**src/rtl/player_anim_sequencer.sv**
```systemverilog
// player_anim_sequencer: per-player animation state/frame sequencer.
// Resolves lose/hitstun/attack/jump/move requests into one registered
// animation state and frame index. Walk, hit and lose frames are timed
// internally; attack and jump frames pass through from their sources.
// Optional build macro: IDLE_BREATH_EN (internally timed idle cycle).
module player_anim_sequencer #(
  parameter int FRAME_W     = 6,
  parameter int N_ATK       = 4,
  parameter int ATK_W       = 2,
  parameter int FRAME_HOLD  = 4,
  parameter int WALK_FRAMES = 8,
  parameter int HIT_FRAMES  = 4,
  parameter int LOSE_FRAMES = 6,
  parameter int IDLE_FRAMES = 4
) (
  input  logic               clk,
  input  logic               reset,
  input  logic               SCEN,
  input  logic               lose_active,
  input  logic               hitstun_active,
  input  logic               attack_active,
  input  logic [ATK_W-1:0]   attack_type,
  input  logic [FRAME_W-1:0] attack_frame,
  input  logic               jump_active,
  input  logic [FRAME_W-1:0] jump_frame,
  input  logic               move_active,
  output logic [3:0]         anim_state,
  output logic [FRAME_W-1:0] anim_frame,
  output logic               anim_new,
  output logic               anim_done
);

  // Hold counter must be able to hold FRAME_HOLD-1; never narrower than 1 bit.
  localparam int HOLD_W = $clog2(FRAME_HOLD + 1);
  localparam logic [HOLD_W-1:0]  HOLD_LAST = HOLD_W'(FRAME_HOLD - 1);
  localparam logic [FRAME_W-1:0] WALK_LAST = FRAME_W'(WALK_FRAMES - 1);
  localparam logic [FRAME_W-1:0] HIT_LAST  = FRAME_W'(HIT_FRAMES - 1);
  localparam logic [FRAME_W-1:0] LOSE_LAST = FRAME_W'(LOSE_FRAMES - 1);
`ifdef IDLE_BREATH_EN
  localparam logic [FRAME_W-1:0] IDLE_LAST = FRAME_W'(IDLE_FRAMES - 1);
`endif

  // Parameter legality, caught at elaboration.
  generate
    if (N_ATK < 1 || N_ATK > 8) begin : g_bad_n_atk
      $error("player_anim_sequencer: N_ATK must be in 1..8");
    end
    if (FRAME_HOLD < 1) begin : g_bad_hold
      $error("player_anim_sequencer: FRAME_HOLD must be >= 1");
    end
    if (WALK_FRAMES < 1 || WALK_FRAMES > (32'd1 << FRAME_W)) begin : g_bad_walk
      $error("player_anim_sequencer: WALK_FRAMES out of range for FRAME_W");
    end
    if (HIT_FRAMES < 1 || HIT_FRAMES > (32'd1 << FRAME_W)) begin : g_bad_hit
      $error("player_anim_sequencer: HIT_FRAMES out of range for FRAME_W");
    end
    if (LOSE_FRAMES < 1 || LOSE_FRAMES > (32'd1 << FRAME_W)) begin : g_bad_lose
      $error("player_anim_sequencer: LOSE_FRAMES out of range for FRAME_W");
    end
    if (IDLE_FRAMES < 1 || IDLE_FRAMES > (32'd1 << FRAME_W)) begin : g_bad_idle
      $error("player_anim_sequencer: IDLE_FRAMES out of range for FRAME_W");
    end
  endgenerate

  // State categories; ATK is the base code, the attack index is added on top.
  typedef enum logic [3:0] {
    ST_IDLE = 4'd0,
    ST_WALK = 4'd1,
    ST_JUMP = 4'd2,
    ST_HIT  = 4'd3,
    ST_LOSE = 4'd4,
    ST_ATK  = 4'd8
  } state_t;

  logic [3:0]         r_anim_state;
  logic [FRAME_W-1:0] r_anim_frame;
  logic               r_anim_new;
  logic               r_anim_done;
  logic               r_lose;
  logic [HOLD_W-1:0]  r_hold;
  logic [FRAME_W-1:0] r_cnt;

  state_t             w_state_nxt;
  logic [3:0]         w_atk_code;
  logic [3:0]         w_code_nxt;
  logic               w_entry;
  logic [HOLD_W-1:0]  w_hold_nxt;
  logic [FRAME_W-1:0] w_cnt_nxt;
  logic [FRAME_W-1:0] w_frame_nxt;
  logic               w_done_nxt;

  // Attack code with out-of-range attack types clamped to the last attack.
  assign w_atk_code = (32'(attack_type) >= 32'(N_ATK))
                    ? 4'(32'd8 + 32'(N_ATK) - 32'd1)
                    : 4'(32'd8 + 32'(attack_type));

  // Priority resolution: LOSE (latched) > HIT > ATK > JUMP > WALK > IDLE.
  always_comb begin
    w_state_nxt = ST_IDLE;
    if (r_lose || lose_active) begin
      w_state_nxt = ST_LOSE;
    end else if (hitstun_active) begin
      w_state_nxt = ST_HIT;
    end else if (attack_active) begin
      w_state_nxt = ST_ATK;
    end else if (jump_active) begin
      w_state_nxt = ST_JUMP;
    end else if (move_active) begin
      w_state_nxt = ST_WALK;
    end else begin
      w_state_nxt = ST_IDLE;
    end
  end

  assign w_code_nxt = (w_state_nxt == ST_ATK) ? w_atk_code : w_state_nxt;
  // Any change of code, including ATK(k) to ATK(j), restarts the sequence.
  assign w_entry    = (w_code_nxt != r_anim_state);

  // Internal hold/frame counter: restart on entry, advance every FRAME_HOLD ticks.
  always_comb begin
    w_hold_nxt = r_hold;
    w_cnt_nxt  = r_cnt;
    if (w_entry) begin
      w_hold_nxt = {HOLD_W{1'b0}};
      w_cnt_nxt  = {FRAME_W{1'b0}};
    end else if (r_hold == HOLD_LAST) begin
      w_hold_nxt = {HOLD_W{1'b0}};
      case (w_state_nxt)
        ST_WALK: w_cnt_nxt = (r_cnt == WALK_LAST) ? {FRAME_W{1'b0}} : r_cnt + FRAME_W'(1);
        ST_HIT:  w_cnt_nxt = (r_cnt == HIT_LAST)  ? r_cnt : r_cnt + FRAME_W'(1);
        ST_LOSE: w_cnt_nxt = (r_cnt == LOSE_LAST) ? r_cnt : r_cnt + FRAME_W'(1);
`ifdef IDLE_BREATH_EN
        ST_IDLE: w_cnt_nxt = (r_cnt == IDLE_LAST) ? {FRAME_W{1'b0}} : r_cnt + FRAME_W'(1);
`endif
        default: w_cnt_nxt = r_cnt;
      endcase
    end else begin
      w_hold_nxt = r_hold + HOLD_W'(1);
      w_cnt_nxt  = r_cnt;
    end
  end

  // Frame source selection for the state being entered or held.
  always_comb begin
    w_frame_nxt = {FRAME_W{1'b0}};
    case (w_state_nxt)
      ST_ATK:  w_frame_nxt = attack_frame;
      ST_JUMP: w_frame_nxt = jump_frame;
      ST_WALK: w_frame_nxt = w_cnt_nxt;
      ST_HIT:  w_frame_nxt = w_cnt_nxt;
      ST_LOSE: w_frame_nxt = w_cnt_nxt;
`ifdef IDLE_BREATH_EN
      ST_IDLE: w_frame_nxt = w_cnt_nxt;
`else
      ST_IDLE: w_frame_nxt = {FRAME_W{1'b0}};
`endif
      default: w_frame_nxt = {FRAME_W{1'b0}};
    endcase
  end

  // Done is sticky once the lose sequence reaches its last frame.
  assign w_done_nxt = r_anim_done
                    | ((w_state_nxt == ST_LOSE) && (w_cnt_nxt == LOSE_LAST));

  // State register and registered outputs; only SCEN ticks advance, anim_new self-clears.
  always_ff @(posedge clk) begin
    if (reset) begin
      r_anim_state <= 4'd0;
      r_anim_frame <= {FRAME_W{1'b0}};
      r_anim_new   <= 1'b0;
      r_anim_done  <= 1'b0;
      r_lose       <= 1'b0;
      r_hold       <= {HOLD_W{1'b0}};
      r_cnt        <= {FRAME_W{1'b0}};
    end else if (SCEN) begin
      r_anim_state <= w_code_nxt;
      r_anim_frame <= w_frame_nxt;
      r_anim_new   <= w_entry;
      r_anim_done  <= w_done_nxt;
      r_lose       <= r_lose | lose_active;
      r_hold       <= w_hold_nxt;
      r_cnt        <= w_cnt_nxt;
    end else begin
      r_anim_new   <= 1'b0;
    end
  end

  assign anim_state = r_anim_state;
  assign anim_frame = r_anim_frame;
  assign anim_new   = r_anim_new;
  assign anim_done  = r_anim_done;

endmodule

```
**config.mk**
```make
export PLATFORM = sky130hd
export DESIGN_NAME = player_anim_sequencer
export DESIGN_NICKNAME = d
export VERILOG_FILES = /design/src/rtl/player_anim_sequencer.sv
export SDC_FILE = /design/constraint.sdc
export NUM_CORES = 1
export LEC_CHECK = 0
export ABC_AREA = 1
export BUFFER_PORTS_ARGS = -buffer_cell sky130_fd_sc_hd__buf_2
export CAP_MARGIN = 20
export CORE_MARGIN = 5
export CORE_UTILIZATION = 40
export CTS_CLUSTER_SIZE = 12
export DETAILED_ROUTE_END_ITERATION = 8
export GPL_TIMING_DRIVEN = 0
export SKIP_CTS_REPAIR_TIMING = 1
export SLEW_MARGIN = 10
export SYNTH_ARGS = -nofsm -noshare
export SYNTH_HDL_FRONTEND = slang
export SYNTH_SLANG_ARGS = --single-unit
```
**constraint.sdc**
```tcl
create_clock -name clk -period 2.2 [get_ports clk]
set_clock_uncertainty 0.05 [all_clocks]
set_input_delay 0.22 -clock clk [delete_from_list [all_inputs] [get_ports clk]]
set_output_delay 0.22 -clock clk [all_outputs]
set_load 0.005 [all_outputs]
```
==> summary.txt, run 1 <==
Layout
  – Cell area after layout: 0.00170 mm^2
  – Final #Nets: roughly 290
  – Footprint of the multi-input gates: 911 um^2
  – Commonest cells after routing, fill and taps aside: nand2_1, buf_2, nor2_1
  – Final core occ: 0.498
  – Most common cell after layout, fill and taps aside: nand2_1
  – Share of cells above drive strength 1: 0.235
  – FF/Latch Area: 420 um^2
  – Area grow syn2layout: 17.1%
  – # fillers: 394
  – Number of diodes: 0

Synth
  – Yosys warns: 0
  – Syn nets: 249
  – Yosys reg bits: 21
  – Post-Synth Simple-Gate Area: 0.442
  – Post-synthesis xor/xnor area fraction: 0.0121
  – Adder-Cell Fraction of Synth Area: 0.0258
  – Largest family of logic cells by synthesized area: simple AND/OR/NAND/NOR gates
  – Post-synthesis mux area share: 0
  – Sequential area share after synthesis: 0.289
  – Netlist cell types: 29
  – Syn Std Cell Area: approximately 0.0015 mm^2
  – Compound-Gate Fraction of Synth Area: 0.146
  – Mapped Cells: 224
  – Synthesized area per cell: 6.49 um^2

GRT
  – Vias in the first global route: 1,337
  – GRT Residual Overflow: 0
  – Largest net degree at the start of global routing: 13
  – GRT Total Usage: 0.151
  – First-pass GRT wire length: just over 6 mm
  – Initial antenna violation count: 0

Detailed routing
  – DR WL met2: 1.71 mm
  – Final WL: 3.62 mm
  – Via count: 1,504
  – Remaining DRCs: 0
  – Post-Route M1 WL: 1.70 mm
  – Initial DRT Pass Iterations: 5
  – Detail Route Antenna Nets: 0
  – Via density: slightly below 5
  – DR top layer: met4
  – DRT iter0 DRCs: 48
  – Drt wl/cell: 11.8 um
  – WL met3: 170 um

Timing
  – Peak Freq: 0.506 GHz
  – Aggregate negative setup slack: 0 ns
  – Final hold vios: 0
  – Max-slew violation count: 0
  – Slew headroom: 0.674
  – Final setup viols: 0
  – Crit share post-route: 0.899
  – Slew @ Worst Pin: 0.489 ns
  – Fin crit period: 1.98 ns

Status
  – Status: finished, final reports clean

Clocking
  – Htree depth: 1
  – Num CTS Buffers: 3
  – Root Driver: clkbuf_4
  – Clock Sinks: 21
  – CTS tree: done
  – Clock Latency Late Sink: 0.32 ns
  – CTS max path bufs: 2
  – Reg clk slew, reported paths: 0.13 ns

Floorplan
  – Die X: 70.3 um
  – Die H: 70.3 um
  – Die area: a little under 0.005 mm^2
  – Core area: 0.00342 mm^2
  – Num ports: 34
  – Initial Utilization: 0.425
  – Site Rows: 21

Setup path
  – Setup Crit Path Kind: reg -> reg
  – CP top delay family: simple AND/OR/NAND/NOR gates
  – Top cell by count, worst path: nand2_1
  – CP Max Fanout: 5
  – CP endpoint kind: flip-flop
  – Critical path, cell by cell: ha_1 -> inv_1 -> nor2_2 -> nand2_1 -> inv_1 -> nand2_1 -> xor2_1 -> nor2_1 -> nand2_1 -> nand3_1 -> nand2_1 -> a21oi_1
  – Worst path bufs/invs: 2
  – Slowest CP cell: dfxtp_1
  – CP Launch Type: flip-flop
  – WP data required: 2.40 ns
  – CP arrival: 2.18 ns
  – Worst stage delay on the critical path: 0.39 ns

Place
  – Placed Area: 0.00167 mm^2
  – Final GP Congestion: 0.845
  – Dpl hpwl: just under 3 mm
  – IO Port Bufs: 32

Pwr
  – Cell Pwr Density: 472 mW/mm^2
  – P_leak: just over 0.8 nW
  – Peak VDD IR: 308 uV
  – Overall Power: 803 uW

Min path
  – Worst Hold Class: in -> reg

Job
  – Max-cap viol count: 0
sequential cells by signal (all words and copies together) (netlist names):
name and count:
anim_frame 6, r_cnt 6, anim_state 3, r_hold 3, anim_done 1, anim_new 1
r_lose 1
cell usage after synthesis, drive strengths merged:
cell type / n / area [um^2]
nor3: 3 / 15.0
o22ai: 2 / 12.5
a211oi: 4 / 30.0
xor2: 2 / 17.5
nor2: 30 / 154
o21bai: 1 / 7.51
buf: 2 / 18.8
ha: 3 / 37.5
clkinv: 1 / 3.75
o211ai: 3 / 22.5
clkbuf: 4 / 15.0
a22oi: 2 / 15.0
dfxtp: 21 / 420
nand4: 3 / 18.8
inv: 23 / 86.3
a21oi: 17 / 88.8
nand3: 25 / 163
nand2: 71 / 292
o21ai: 7 / 35.0
where the power goes:
part / switching [mW] / internal [mW] / total, mW
sequential: 0.0132 / 0.396 / 0.409
combinational: 0.122 / 0.0732 / 0.195
clock: 0.130 / 0.0681 / 0.199
worst reg2reg max path: cells and delay by family, from the launching register on:
family / cells / cell delay [ns]
xor+xnor: 1 / 0.14
compound gates: 1 / 0.10
simple gates: 7 / 0.81
buf+inv: 2 / 0.24
fa+ha+maj: 1 / 0.17
flops: 1 / 0.39
final cells by class:
| class | instances | share of cell area |
|---|---|---|
| Buffer | 6 | 0.0199 |
| Clock buffer | 3 | 0.0132 |
| Clock inverter | 1 | 0.00294 |
| Inverter | 24 | 0.0530 |
| Multi-Input combinational cell | 173 | 0.536 |
| Sequential cell | 21 | 0.247 |
| Tap cell | 46 | 0.0338 |
| Timing Repair Buffer | 32 | 0.0942 |
cells by family (layout without fill, tap and decap cells):
kind of cell / after synthesis / in the layout
compound gates: 36 / 36
xor+xnor: 2 / 2
fa+ha+maj: 3 / 3
buf+inv: 30 / 66
flops: 21 / 21
simple gates: 132 / 132
path summary, 6_finish.rpt:
kind,from,endpoint,slack [ns],depth (start not counted)
setup / recovery,r_hold[0],anim_frame[5],0.22,12
hold / removal,attack_frame[0],anim_frame[0],0.20,5
setup reg to reg,r_hold[0],anim_frame[5],0.22,12
hold reg to reg,anim_done,anim_done,0.41,2
metal layers:
metal,up-vias,global-route usage
met4,0,0.0319
met2,37,0.247
met3,5,0.0316
met5,-,0
met1,657,0.202
li1,805,-
per-stage QoR:
step / hold slack (ns) / setup slack [ns] / std cells
floorplan: 0.350 / 0.549 / 224
global placement: 0.390 / 0.199 / 302
global route: 0.228 / -0.00320 / 306
CTS: 0.206 / 0.152 / 306
detailed placement: 0.394 / 0.215 / 302
finish: 0.204 / 0.222 / 306
Power figures use the tool's default switching activity.
==> run 2: changes to the inputs <==
--- a/config.mk
+++ b/config.mk
@@ -10,6 +10,7 @@
 export CAP_MARGIN = 20
 export CORE_MARGIN = 5
 export CORE_UTILIZATION = 40
+export CTS_BUF_LIST = sky130_fd_sc_hd__clkbuf_16
 export CTS_CLUSTER_SIZE = 12
 export DETAILED_ROUTE_END_ITERATION = 8
 export GPL_TIMING_DRIVEN = 0
==> run 2 against run 1 <==
  * First-iteration DRC count increased by 50%
  * Sequential power about the same
  * Global-route usage is 0.17 points higher
  * Cell count unchanged
  * Utilization grew 1.5 points
  * Register-to-register slack gained 0.02 ns
  * Critical path type unchanged
==> summary.txt, run 2 (same netlist as run 1, synthesis figures left out) <==
Detailed routing
  – Final WL: 3.68 mm (+1.8%)
  – Detail Route Antenna Nets: 0 (unchanged)
  – Remaining DRCs: 0 (unchanged)
  – DRT iter0 DRCs: 72 (+50%)
  – Via density: 4.87 (-0.93%)
  – Via count: 1,490 (-0.93%)
  – Drt wl/cell: 12.0 um (+1.8%)
  – Initial DRT Pass Iterations: 5 (unchanged)

Setup path
  – CP endpoint kind: flip-flop
  – Worst path bufs/invs: 0 (-2)
  – Slowest CP cell: dfxtp_1
  – CP Launch Type: flip-flop
  – CP Max Fanout: 10 (+5)
  – Setup Crit Path Kind: reg -> reg
  – Critical path, cell by cell: nor2_4 -> nand3_1 -> nand3_2 -> nand3_2 -> nor2_4 -> nand2_2 -> nor2_2 -> nor2_1 -> nand3_1 -> a21oi_1
  – WP data required: 2.27 ns (-0.13 ns)
  – CP top delay family: simple AND/OR/NAND/NOR gates
  – Worst stage delay on the critical path: 0.35 ns (-0.04 ns)
  – CP arrival: 2.03 ns (-0.15 ns)

Timing
  – RSZ-0062 raised after global routing: no
  – Crit share post-route: 0.891 (-0.00839)
  – Slew @ Worst Pin: 0.509 ns (+0.0199 ns)
  – Slew headroom: 0.661 (-0.0133)
  – Max-slew violation count: 0 (unchanged)
  – Aggregate negative setup slack: 0 ns (unchanged)
  – Peak Freq: 0.510 GHz (+0.94%)
  – Final setup viols: 0 (unchanged)
  – Final hold vios: 0 (unchanged)
  – Fin crit period: 1.96 ns (-0.0185 ns)

Min path
  – Worst Hold Class: in -> reg

Place
  – Final GP Congestion: 0.845 (unchanged)
  – Placed Area: 0.00167 mm^2 (unchanged)
  – Dpl hpwl: 2.94 mm (unchanged)
  – IO Port Bufs: 32 (unchanged)

Clocking
  – CTS max path bufs: 2 (unchanged)
  – Htree depth: 1 (unchanged)
  – Reg clk slew, reported paths: 0.06 ns (-0.07 ns)
  – CTS tree: done
  – Clock Latency Late Sink: 0.26 ns (-0.06 ns)
  – Clock Sinks: 21 (unchanged)
  – Root Driver: clkbuf_16
  – Num CTS Buffers: 3 (unchanged)

Pwr
  – P_leak: 0.833 nW (+2.9%)
  – Cell Pwr Density: 567 mW/mm^2 (+20%)
  – Peak VDD IR: 378 uV (+23%)

Layout
  – Number of diodes: 0 (unchanged)
  – Cell area after layout: 0.00175 mm^2 (+3.1%)
  – Final #Nets: 286 (unchanged)
  – Most common cell after layout, fill and taps aside: nand2_1
  – Share of cells above drive strength 1: 0.235 (unchanged)
  – Commonest cells after routing, fill and taps aside: nand2_1, buf_2, nor2_1
  – Area grow syn2layout: 20.7%

Floorplan
  – Die H: 70.3 um (unchanged)
  – Num ports: 34 (unchanged)
  – Die X: 70.3 um (unchanged)
  – Die area: 0.00494 mm^2 (unchanged)
  – Core area: 0.00342 mm^2 (unchanged)
  – Initial Utilization: 0.425 (unchanged)
  – Site Rows: 21 (unchanged)

GRT
  – GRT Residual Overflow: 0 (unchanged)
  – Initial antenna violation count: 0 (unchanged)
  – Largest net degree at the start of global routing: 13 (unchanged)
  – GRT Total Usage: 0.152 (+0.00174)
  – First-pass GRT wire length: 6.22 mm (+1.3%)
  – Vias in the first global route: 1,358 (+1.6%)

Status
  – Status: finished, final reports clean

Job
  – Max-cap viol count: 0 (unchanged)
## run 2: cell count changes in the layout (fill, tap and decap cells not counted)
| cell | previous run | this run |
|---|---|---|
| clkbuf_4 | 3 | 0 |
| clkbuf_16 | 0 | 3 |
## run 2: layout make-up
cell class	count	area, um^2
clock buffer	3	75.1
fill	392	1660
timing repair buffer	32	160
tap	46	57.6
multi-input combinational	173	911
inverter	24	90.1
sequential	21	420
clock inverter	1	5.00
buffer	6	33.8
## run 2: layer usage
metal  part of all wire  vias up  track usage
met4             0.0054        0       0.0191
met5                  0        -            0
met1               0.47      646        0.204
met3              0.052        5       0.0359
met2               0.47       35        0.255
li1                   -      804            -
## run 2: report_power, final
group	total (mW)	internal (mW)	leakage (nW)	switching (mW)
registers	0.410	0.396	0.172	0.0133
clock network	0.389	0.244	0.0409	0.144
logic	0.196	0.0732	0.620	0.123
total	0.994	0.714	0.833	0.280
## run 2: per-stage QoR
| stage | hold WS (ns) | instances | power, mW | utilization | setup WS [ns] |
|---|---|---|---|---|---|
| 2_1_floorplan | 0.350 | 224 | 0.551 | - | 0.549 |
| 6_report | 0.285 | 306 | 0.994 | 0.513 | 0.241 |
| 3_3_place_gp | 0.390 | 302 | 0.614 | 0.489 | 0.199 |
| 5_1_grt | 0.310 | 306 | 1.04 | 0.513 | 0.0193 |
| 3_5_place_dp | 0.394 | 302 | 0.614 | 0.489 | 0.215 |
| 4_1_cts | 0.286 | 306 | 1.00 | 0.512 | 0.176 |
## run 2: tightest hold or removal path, cell delays in order
cell and delay [ns]:
buf_2 0.09, nand2_1 0.05, nand3_1 0.07, nand2_1 0.06, a21oi_1 0.05
## run 2: final timing paths
path | from | end | slack, ns | cells after the start
max | r_lose | anim_done | 0.24 | 10
min | attack_frame[5] | anim_frame[5] | 0.29 | 5
max reg2reg | r_lose | anim_done | 0.24 | 10
min reg2reg | anim_done | anim_done | 0.40 | 2
==> run 3: changes to the inputs <==
--- a/config.mk
+++ b/config.mk
@@ -7,13 +7,16 @@
 export LEC_CHECK = 0
 export ABC_AREA = 1
 export BUFFER_PORTS_ARGS = -buffer_cell sky130_fd_sc_hd__buf_2
-export CAP_MARGIN = 20
+export CAP_MARGIN = 15
+export CELL_PAD_IN_SITES_DETAIL_PLACEMENT = 0
+export CELL_PAD_IN_SITES_GLOBAL_PLACEMENT = 1
 export CORE_MARGIN = 5
-export CORE_UTILIZATION = 40
+export CORE_UTILIZATION = 37
 export CTS_BUF_LIST = sky130_fd_sc_hd__clkbuf_16
 export CTS_CLUSTER_SIZE = 12
 export DETAILED_ROUTE_END_ITERATION = 8
 export GPL_TIMING_DRIVEN = 0
+export PLACE_DENSITY_LB_ADDON = 0.1
 export SKIP_CTS_REPAIR_TIMING = 1
 export SLEW_MARGIN = 10
 export SYNTH_ARGS = -nofsm -noshare
==> run 3 against run 2 <==
  * Design area about the same
  * Global-route usage decreased by 0.26 points
  * Sequential cell count unchanged
  * Routed wire length increased by 6.6%
  * Combinational power about the same
  * Clock power decreased by 3%
  * Non-clock buffer count unchanged
  * Fmax decreased by 1.9%
  * Power decreased by 0.92%
  * Critical path depth increased by 2
  * Sequential power about the same
==> summary.txt, run 3 (same netlist as run 1, synthesis figures left out) <==
Timing
  – Final hold vios: 0 (unchanged)
  – Crit share post-route: 0.907 (+0.0169)
  – Fin crit period: 2.00 ns (+0.0371 ns)
  – Max-slew violation count: 0 (unchanged)
  – Aggregate negative setup slack: 0 ns (unchanged)
  – Peak Freq: 0.501 GHz (-1.9%)
  – Setup ws final: 0.204 ns (-0.0371 ns)
  – Final setup viols: 0 (unchanged)
  – Slew @ Worst Pin: 0.537 ns (+0.0282 ns)
  – RSZ-0062 raised after global routing: no
  – Slew headroom: 0.642 (-0.0188)

GRT
  – GRT Residual Overflow: 0 (unchanged)
  – First-pass GRT wire length: 6.36 mm (+2.3%)
  – Vias in the first global route: 1,381 (+1.7%)
  – Initial antenna violation count: 0 (unchanged)
  – Largest net degree at the start of global routing: 12 (-1)
  – GRT Total Usage: 0.150 (-0.00259)

Setup path
  – Setup Crit Path Kind: reg -> reg
  – CP Launch Type: flip-flop
  – CP endpoint kind: flip-flop
  – CP arrival: 2.13 ns (+0.10 ns)
  – WP data required: 2.33 ns (+0.06 ns)
  – CP Max Fanout: 5 (-5)

Clocking
  – Clock Latency Late Sink: 0.25 ns (about the same)
  – Num CTS Buffers: 3 (unchanged)
  – CTS max path bufs: 2 (unchanged)
  – Clock Sinks: 21 (unchanged)
  – Reg clk slew, reported paths: 0.06 ns (about the same)
  – CTS tree: done
  – Root Driver: clkbuf_16
  – Htree depth: 1 (unchanged)

Detailed routing
  – Initial DRT Pass Iterations: 4 (-1)
  – DRT iter0 DRCs: 48 (-33%)
  – Detail Route Antenna Nets: 0 (unchanged)
  – Remaining DRCs: 0 (unchanged)
  – Final WL: 3.93 mm (+6.6%)
  – Via density: 4.89 (+0.48%)
  – Drt wl/cell: 12.7 um (+5.9%)
  – Via count: 1,507 (+1.1%)

Place
  – IO Port Bufs: 32 (unchanged)
  – Final GP Congestion: 0.882 (+4.4%)
  – Placed Area: 0.00167 mm^2 (+0.15%)
  – Dpl hpwl: 3.15 mm (+7.2%)
  – Setup WS pre-CTS: 0.135 ns (-0.0797 ns)

Layout
  – Commonest cells after routing, fill and taps aside: nand2_1, buf_2, inv_1, nor2_1, dfxtp_1
  – Footprint of the multi-input gates: 911 um^2 (unchanged)
  – Area grow syn2layout: 20.8% (about the same)
  – Cell area after layout: 0.00175 mm^2 (about the same)
  – Final #Nets: 286 (unchanged)
  – Most common cell after layout, fill and taps aside: nand2_1
  – FF/Latch Area: 420 um^2 (unchanged)
  – Share of cells above drive strength 1: 0.231 (-0.00385)
  – # fillers: 418 (+6.6%)
  – Number of diodes: 0 (unchanged)

Job
  – Max-cap viol count: 0 (unchanged)

Pwr
  – Cell Pwr Density: 561 mW/mm^2 (-0.99%)
  – Overall Power: 985 uW (-0.92%)
  – P_leak: 0.834 nW (+0.17%)
  – Peak VDD IR: 392 uV (+3.7%)

Status
  – Status: finished, final reports clean

Min path
  – Worst Hold Class: in -> reg

Floorplan
  – Num ports: 34 (unchanged)
  – Core area: 0.00374 mm^2 (+9.6%)
  – Die area: 0.00528 mm^2 (+6.9%)
  – Die X: 72.7 um (+3.4%)
  – Site Rows: 22 (+4.8%)
  – Initial Utilization: 0.388 (-0.0372)
  – Die H: 72.7 um (+3.4%)
run 3: cell count changes in the layout (fill, tap and decap cells not counted), sizes merged:
cell / delta
clkinv: -1
inv: +1
run 3: metal layers:
metal	GRT usage	vias up	routed length, um
met5	0	-	0
met1	0.206	670	1930
li1	-	807	-
met3	0.0344	2	154
met4	0.0143	0	8
met2	0.247	28	1830
run 3: final cells by class:
type,count,share of cell area
buffer,6,0.0193
clock buffer,3,0.0428
clock inverter,1,0.00214
inverter,24,0.0514
multi-input combinational,173,0.519
sequential,21,0.240
tap,48,0.0342
timing repair buffer,32,0.0913
run 3: critical path, stage by stage, from the launching register on:
cell and delay (ns):
dfxtp_1 0.36, ha_1 0.16, inv_1 0.06, nor2_2 0.18
nand2_1 0.17, inv_1 0.18, nand2_1 0.09, xor2_1 0.14
nor2_1 0.20, nand2_1 0.09, nand3_1 0.08, nand2_1 0.05
a21oi_1 0.11
run 3: through the flow:
| step | hold slack, ns | util | cells |
|---|---|---|---|
| 4_1_cts | 0.282 | 0.468 | 308 |
| 3_5_place_dp | 0.398 | 0.447 | 304 |
| 3_3_place_gp | 0.389 | 0.447 | 304 |
| 2_1_floorplan | 0.350 | - | 224 |
| 5_1_grt | 0.315 | 0.469 | 308 |
| 6_report | 0.284 | 0.469 | 308 |
run 3: worst paths after layout:
check / start / to / slack (ns) / cells after the start
worst max-delay path: r_hold[0] / anim_frame[5] / 0.20 / 12
worst min-delay path: SCEN / r_cnt[5] / 0.28 / 3
worst max register to register: r_hold[0] / anim_frame[5] / 0.20 / 12
worst min register to register: anim_done / anim_done / 0.40 / 2
run 3: where the power goes:
part | switching (mW) | internal (mW)
clock network | 0.136 | 0.242
registers | 0.0136 | 0.396
logic | 0.123 | 0.0733
total | 0.273 | 0.712
